## src/rtl/time_uart_tx.sv

```systemverilog
// Serial time-report transmitter: snapshots hour/min/sec/centiseconds on request and
// sends "HH:MM:SS.CC\r\n" as back-to-back 8N1 frames, LSB first.
module time_uart_tx #(
  parameter int CLK_FREQ = 100_000_000,
  parameter int BAUD     = 9600
) (
  input  logic       clk,
  input  logic       rst,
  input  logic       i_req,
  input  logic [6:0] msec,
  input  logic [5:0] sec,
  input  logic [5:0] min,
  input  logic [4:0] hour,
  output logic       o_tx,
  output logic       o_busy,
  output logic       o_done
);

  localparam int BIT_CYC = CLK_FREQ / BAUD;
  localparam int TMR_W   = (BIT_CYC > 1) ? $clog2(BIT_CYC) : 1;
  localparam logic [TMR_W-1:0] TMR_LOAD  = TMR_W'(BIT_CYC - 1);
  localparam logic [3:0]       LAST_CHAR = 4'd12;

  typedef enum logic [1:0] {IDLE, START, DATA, STOP} state_t;

  state_t           state;
  logic [TMR_W-1:0] tmr;
  logic [3:0]       char_idx;
  logic [2:0]       bit_idx;
  logic [7:0]       bcd_hour, bcd_min, bcd_sec, bcd_msec;
  logic [7:0]       cur_char;

  // Fields are converted to two BCD digits at capture time; anything above 99 reads as 99.
  function automatic logic [7:0] to_bcd(input logic [6:0] v);
    logic [6:0] s;
    logic [3:0] tens;
    logic [3:0] ones;
    s    = (v > 7'd99) ? 7'd99 : v;
    tens = 4'(s / 7'd10);
    ones = 4'(s % 7'd10);
    return {tens, ones};
  endfunction

  always_comb begin
    cur_char = 8'h0A;
    case (char_idx)
      4'd0:    cur_char = {4'h3, bcd_hour[7:4]};
      4'd1:    cur_char = {4'h3, bcd_hour[3:0]};
      4'd2:    cur_char = 8'h3A;
      4'd3:    cur_char = {4'h3, bcd_min[7:4]};
      4'd4:    cur_char = {4'h3, bcd_min[3:0]};
      4'd5:    cur_char = 8'h3A;
      4'd6:    cur_char = {4'h3, bcd_sec[7:4]};
      4'd7:    cur_char = {4'h3, bcd_sec[3:0]};
      4'd8:    cur_char = 8'h2E;
      4'd9:    cur_char = {4'h3, bcd_msec[7:4]};
      4'd10:   cur_char = {4'h3, bcd_msec[3:0]};
      4'd11:   cur_char = 8'h0D;
      default: cur_char = 8'h0A;
    endcase
  end

  // tmr is a down-counter reloaded with BIT_CYC-1; reaching zero ends the current bit.
  always_ff @(posedge clk or posedge rst) begin
    if (rst) begin
      state    <= IDLE;
      tmr      <= '0;
      char_idx <= '0;
      bit_idx  <= '0;
      bcd_hour <= '0;
      bcd_min  <= '0;
      bcd_sec  <= '0;
      bcd_msec <= '0;
      o_tx     <= 1'b1;
      o_busy   <= 1'b0;
      o_done   <= 1'b0;
    end else begin
      o_done <= 1'b0;
      case (state)
        IDLE: begin
          if (i_req) begin
            bcd_hour <= to_bcd({2'b00, hour});
            bcd_min  <= to_bcd({1'b0, min});
            bcd_sec  <= to_bcd({1'b0, sec});
            bcd_msec <= to_bcd(msec);
            char_idx <= '0;
            bit_idx  <= '0;
            tmr      <= TMR_LOAD;
            o_tx     <= 1'b0;
            o_busy   <= 1'b1;
            state    <= START;
          end
        end
        START: begin
          if (tmr == '0) begin
            tmr     <= TMR_LOAD;
            bit_idx <= '0;
            o_tx    <= cur_char[0];
            state   <= DATA;
          end else begin
            tmr <= tmr - TMR_W'(1);
          end
        end
        DATA: begin
          if (tmr == '0) begin
            tmr <= TMR_LOAD;
            if (bit_idx == 3'd7) begin
              o_tx  <= 1'b1;
              state <= STOP;
            end else begin
              bit_idx <= bit_idx + 3'd1;
              o_tx    <= cur_char[bit_idx + 3'd1];
            end
          end else begin
            tmr <= tmr - TMR_W'(1);
          end
        end
        STOP: begin
          if (tmr == '0) begin
            if (char_idx == LAST_CHAR) begin
              o_busy <= 1'b0;
              o_done <= 1'b1;
              o_tx   <= 1'b1;
              state  <= IDLE;
            end else begin
              // Next frame's start bit follows the stop bit with no idle gap.
              char_idx <= char_idx + 4'd1;
              tmr      <= TMR_LOAD;
              o_tx     <= 1'b0;
              state    <= START;
            end
          end else begin
            tmr <= tmr - TMR_W'(1);
          end
        end
        default: state <= IDLE;
      endcase
    end
  end

endmodule

```

## config.mk

```make
export PLATFORM = sky130hd
export DESIGN_NAME = time_uart_tx
export DESIGN_NICKNAME = d
export VERILOG_FILES = /design/src/rtl/time_uart_tx.sv
export SDC_FILE = /design/constraint.sdc
export NUM_CORES = 1
export LEC_CHECK = 0
export CAP_MARGIN = 15
export CORE_UTILIZATION = 35
export CTS_CLUSTER_SIZE = 40
export DETAILED_ROUTE_END_ITERATION = 7
export GPL_TIMING_DRIVEN = 0
export MAX_ROUTING_LAYER = met4
export REMOVE_ABC_BUFFERS = 1
export SLEW_MARGIN = 10
export SYNTH_ARGS = -nofsm -noshare
export SYNTH_HDL_FRONTEND = slang
export SYNTH_SLANG_ARGS = --single-unit
```

## constraint.sdc

```tcl
create_clock -name clk -period 4.75 [get_ports clk]
set_input_delay 0.7125 -clock clk [delete_from_list [all_inputs] [get_ports clk]]
set_output_delay 0.7125 -clock clk [all_outputs]
set_load 0.05 [all_outputs]
```

==> results by group, run 1 <==
Logic synthesis
  – Yosys cell types: 62
  – Register area share after synthesis: 33.8%
  – Synthesized cell area: 4000 µm²
  – Post-synth top flop: dfrtp_1
  – Avg Cell Area, Syn: 8.07 µm²
  – Ys Warns: 0
  – Number of flops mapped to enable cells by yosys: 0
  – Cells after Synth: 496
  – Yosys reg bits: 54
  – Async set-or-reset flop fraction in the synthesized netlist: 100%

Final layout
  – Inserted Diodes: 0
  – Post-layout instance area: 4620 µm²
  – Most frequent cells in the layout: nand2_1, dfrtp_1, o21ai_0, nor2_1, a21oi_1
  – Most common cell after layout, fill and taps aside: nand2_1
  – Area growth syn-to-layout: 15.5%
  – Share of cells above drive strength 1: 7.86%
  – Nets: 554

Global route
  – Antenna violations before repair: 0
  – Grt total ovfl: 0
  – Total GRT Usage: 16.1%
  – Global-route wire length before repair: 15100 µm
  – Vias in the first global route: 3341
  – Largest net degree at the start of global routing: 34

Setup path
  – Crit. End Element: register
  – Startpoint Class: input port
  – CP Class: input port to register
  – Max FO, Critical Path: 11
  – Critical Path RT: 4940 ps
  – Worst EP arrival: 4460 ps

Timing
  – Worst-Margin Slew: 983 ps
  – Setup TNS: 0 ps
  – Tmin final: 4280 ps
  – Max Slew Vio Count: 0
  – Final Skew: 8.55 ps
  – Final hold violation count: 0
  – Final setup viols: 0
  – Fmax: 234 MHz
  – RSZ-0062 raised after global routing: false
  – Fin crit share: 90.0%
  – Slew margin rel.: 33.9%

Clocking
  – Bufs on Longest Clock Path: 2
  – CTS sink count: 54
  – Clock Latency Late Sink: 290 ps
  – Hold_buf cts: 0
  – H-tree Lvls: 2
  – CTS tree: done
  – Clk pin slew, worst setup/hold paths: 70 ps
  – CTS Buf Count: 5
  – CTS root buf: clkbuf_16

Placement
  – Placer Congestion: 0.853
  – DP Area: 4410 µm²
  – Post-DP HPWL: 6630 µm
  – I/O Buffers: 29

Floorplanning
  – Initial Utilization: 36.4%
  – DIE AREA: 11900 µm²
  – Core Area: 11000 µm²
  – Chip height: 109 µm
  – Num rows: 38
  – Die X: 109 µm
  – Top Ports: 30

Routing
  – DRT Pass-1 Iters: 5
  – Initial drt markers: 226
  – Post-DR wirelength/cell: 13.9 µm
  – Drt total wl: 9040 µm
  – Vias post-DR: 3537
  – DRC: 0
  – Vias per cell: 5.45
  – Post-route ant nets: 0

Pwr
  – Logic pwr share: 16.1%
  – Register share of total power: 43.1%
  – Int Pwr: 804 µW
  – Sw Pwr: 263 µW
  – Final Power: 1070 µW
  – Pleak: 0.00195 µW
  – Clock share of power: 40.8%
  – PD cells: 231 nW/µm²
  – Sw Ratio: 24.6%
  – Worst vdd ir: 0.000158 V

Status
  – Status: finished clean

Worst hold path
  – Worst hold path type: register to register

Job
  – Max-cap violations: 0
## synth_stat cells, drive strengths merged (5+ instances only)
cell	instances	share of area, %
nand2	56	5.3
dfrtp	53	33
o21ai	49	6.1
nor2	48	4.5
a21oi	32	4.0
clkbuf	26	2.4
inv	22	2.1
ha	19	5.9
nand2b	16	2.5
nand3	14	1.8
nor2b	12	1.9
mux2	11	3.1
nor3	11	1.4
a31oi	8	1.3
xor2	8	1.8
xnor2	7	1.5
nand4	6	0.94
o21bai	6	1.1
a22oi	5	0.94
nand3b	5	0.94
or3	5	0.91
## cell families (layout without fill, tap and decap cells)
| kind of cell | Yosys count | after routing | synth area share (%) |
|---|---|---|---|
| muxes | 15 | 15 | 4.10 |
| and+or+nand+nor | 195 | 195 | 24.1 |
| adders and majority gates | 19 | 19 | 5.94 |
| AOI/OAI and AO/OA | 148 | 148 | 23.9 |
| DFF | 54 | 54 | 33.8 |
| buffers and inverters | 50 | 63 | 4.91 |
| xor gates and xnor gates | 15 | 15 | 3.28 |
## per-layer routing
metal	vias to the layer above	part of all wire [%]	track usage (%)
li1	1798	-	-
met1	1659	46	19.7
met2	72	49	28.1
met3	8	3.5	1.91
met4	0	1.0	4.25
met5	-	0	-
## repair_timing
action | 4_1_cts | 5_1_grt
resized for setup | 3 | 3
pin swaps | 0 | 1
endpoints found under the setup margin | 3 | 3
buffers inserted | 0 | 2
gates cloned | 0 | 0
## path summary, 6_finish.rpt
check | endpoint | slack, ps | depth (start not counted) | start
setup / recovery | bcd_msec[4]$_DFFE_PP0P_ | 470 | 18 | msec[4]
setup reg to reg | bit_idx[2]$_DFFE_PP0P_ | 1770 | 7 | tmr[3]$_DFFE_PP0P_
hold reg to reg | bcd_min[3]$_DFFE_PP0P_ | 470 | 2 | bcd_min[3]$_DFFE_PP0P_
min in group asynchronous | tmr[6]$_DFFE_PP0P_ | 870 | 2 | rst
hold / removal | bcd_min[3]$_DFFE_PP0P_ | 470 | 2 | bcd_min[3]$_DFFE_PP0P_
max in group asynchronous | bcd_msec[0]$_DFFE_PP0P_ | 3330 | 3 | rst
## flip-flops by register name, summed over array words and instances (netlist names)
register  cells
tmr          14
o_tx          1
bcd_msec      8
o_done        1
o_busy        1
state         2
bcd_hour      6
bcd_sec       7
bit_idx       3
bcd_min       7
char_idx      4
## critical path: stages
cell and delay, ps:
dlymetal6s2s_1 280, inv_1 100, a21oi_1 140, ha_2 320
nand3_1 100, o21a_1 120, o21ai_0 150, ha_1 310
nor3b_1 100, a211oi_2 330, and2_1 300, nor2_1 90
nor3_1 140, ha_1 290, a41oi_1 150, a41o_1 270
or2_2 290, mux2_2 260
## through the flow
step	cells	worst slack, ps	util, %	hold WS [ps]
after global routing	649	191	42.1	513
final	649	475	42.1	471
after global placement	637	-404	39.6	458
after CTS	647	59.1	41.9	476
after floorplan	468	795	-	439
after detailed placement	639	-534	40.1	461
## power groups by stage
stage / Clock (µW) / Sequential (µW) / Combinational (µW)
floorplan: 0 / 468 / 106
global placement: 0 / 468 / 160
detailed placement: 0 / 468 / 167
CTS: 443 / 459 / 170
global route: 459 / 459 / 192
finish: 436 / 459 / 172
## final cells by class
| type | count | area [µm²] |
|---|---|---|
| fillers | 1105 | 6360 |
| multi-input cells | 392 | 2470 |
| flip-flops and latches | 54 | 1350 |
| repair buffers | 33 | 368 |
| well taps | 140 | 175 |
| clock buffers | 6 | 139 |
| inverters | 22 | 82.6 |
| clock inverters | 2 | 38.8 |
(Power assumes the default switching activity.)
==> inputs of run 2 (changes only) <==
CAP_MARGIN = 20   (was 15)
==> results of run 2 <==
Same layout as run 1: the final DEF is identical, and so are final timing and power.
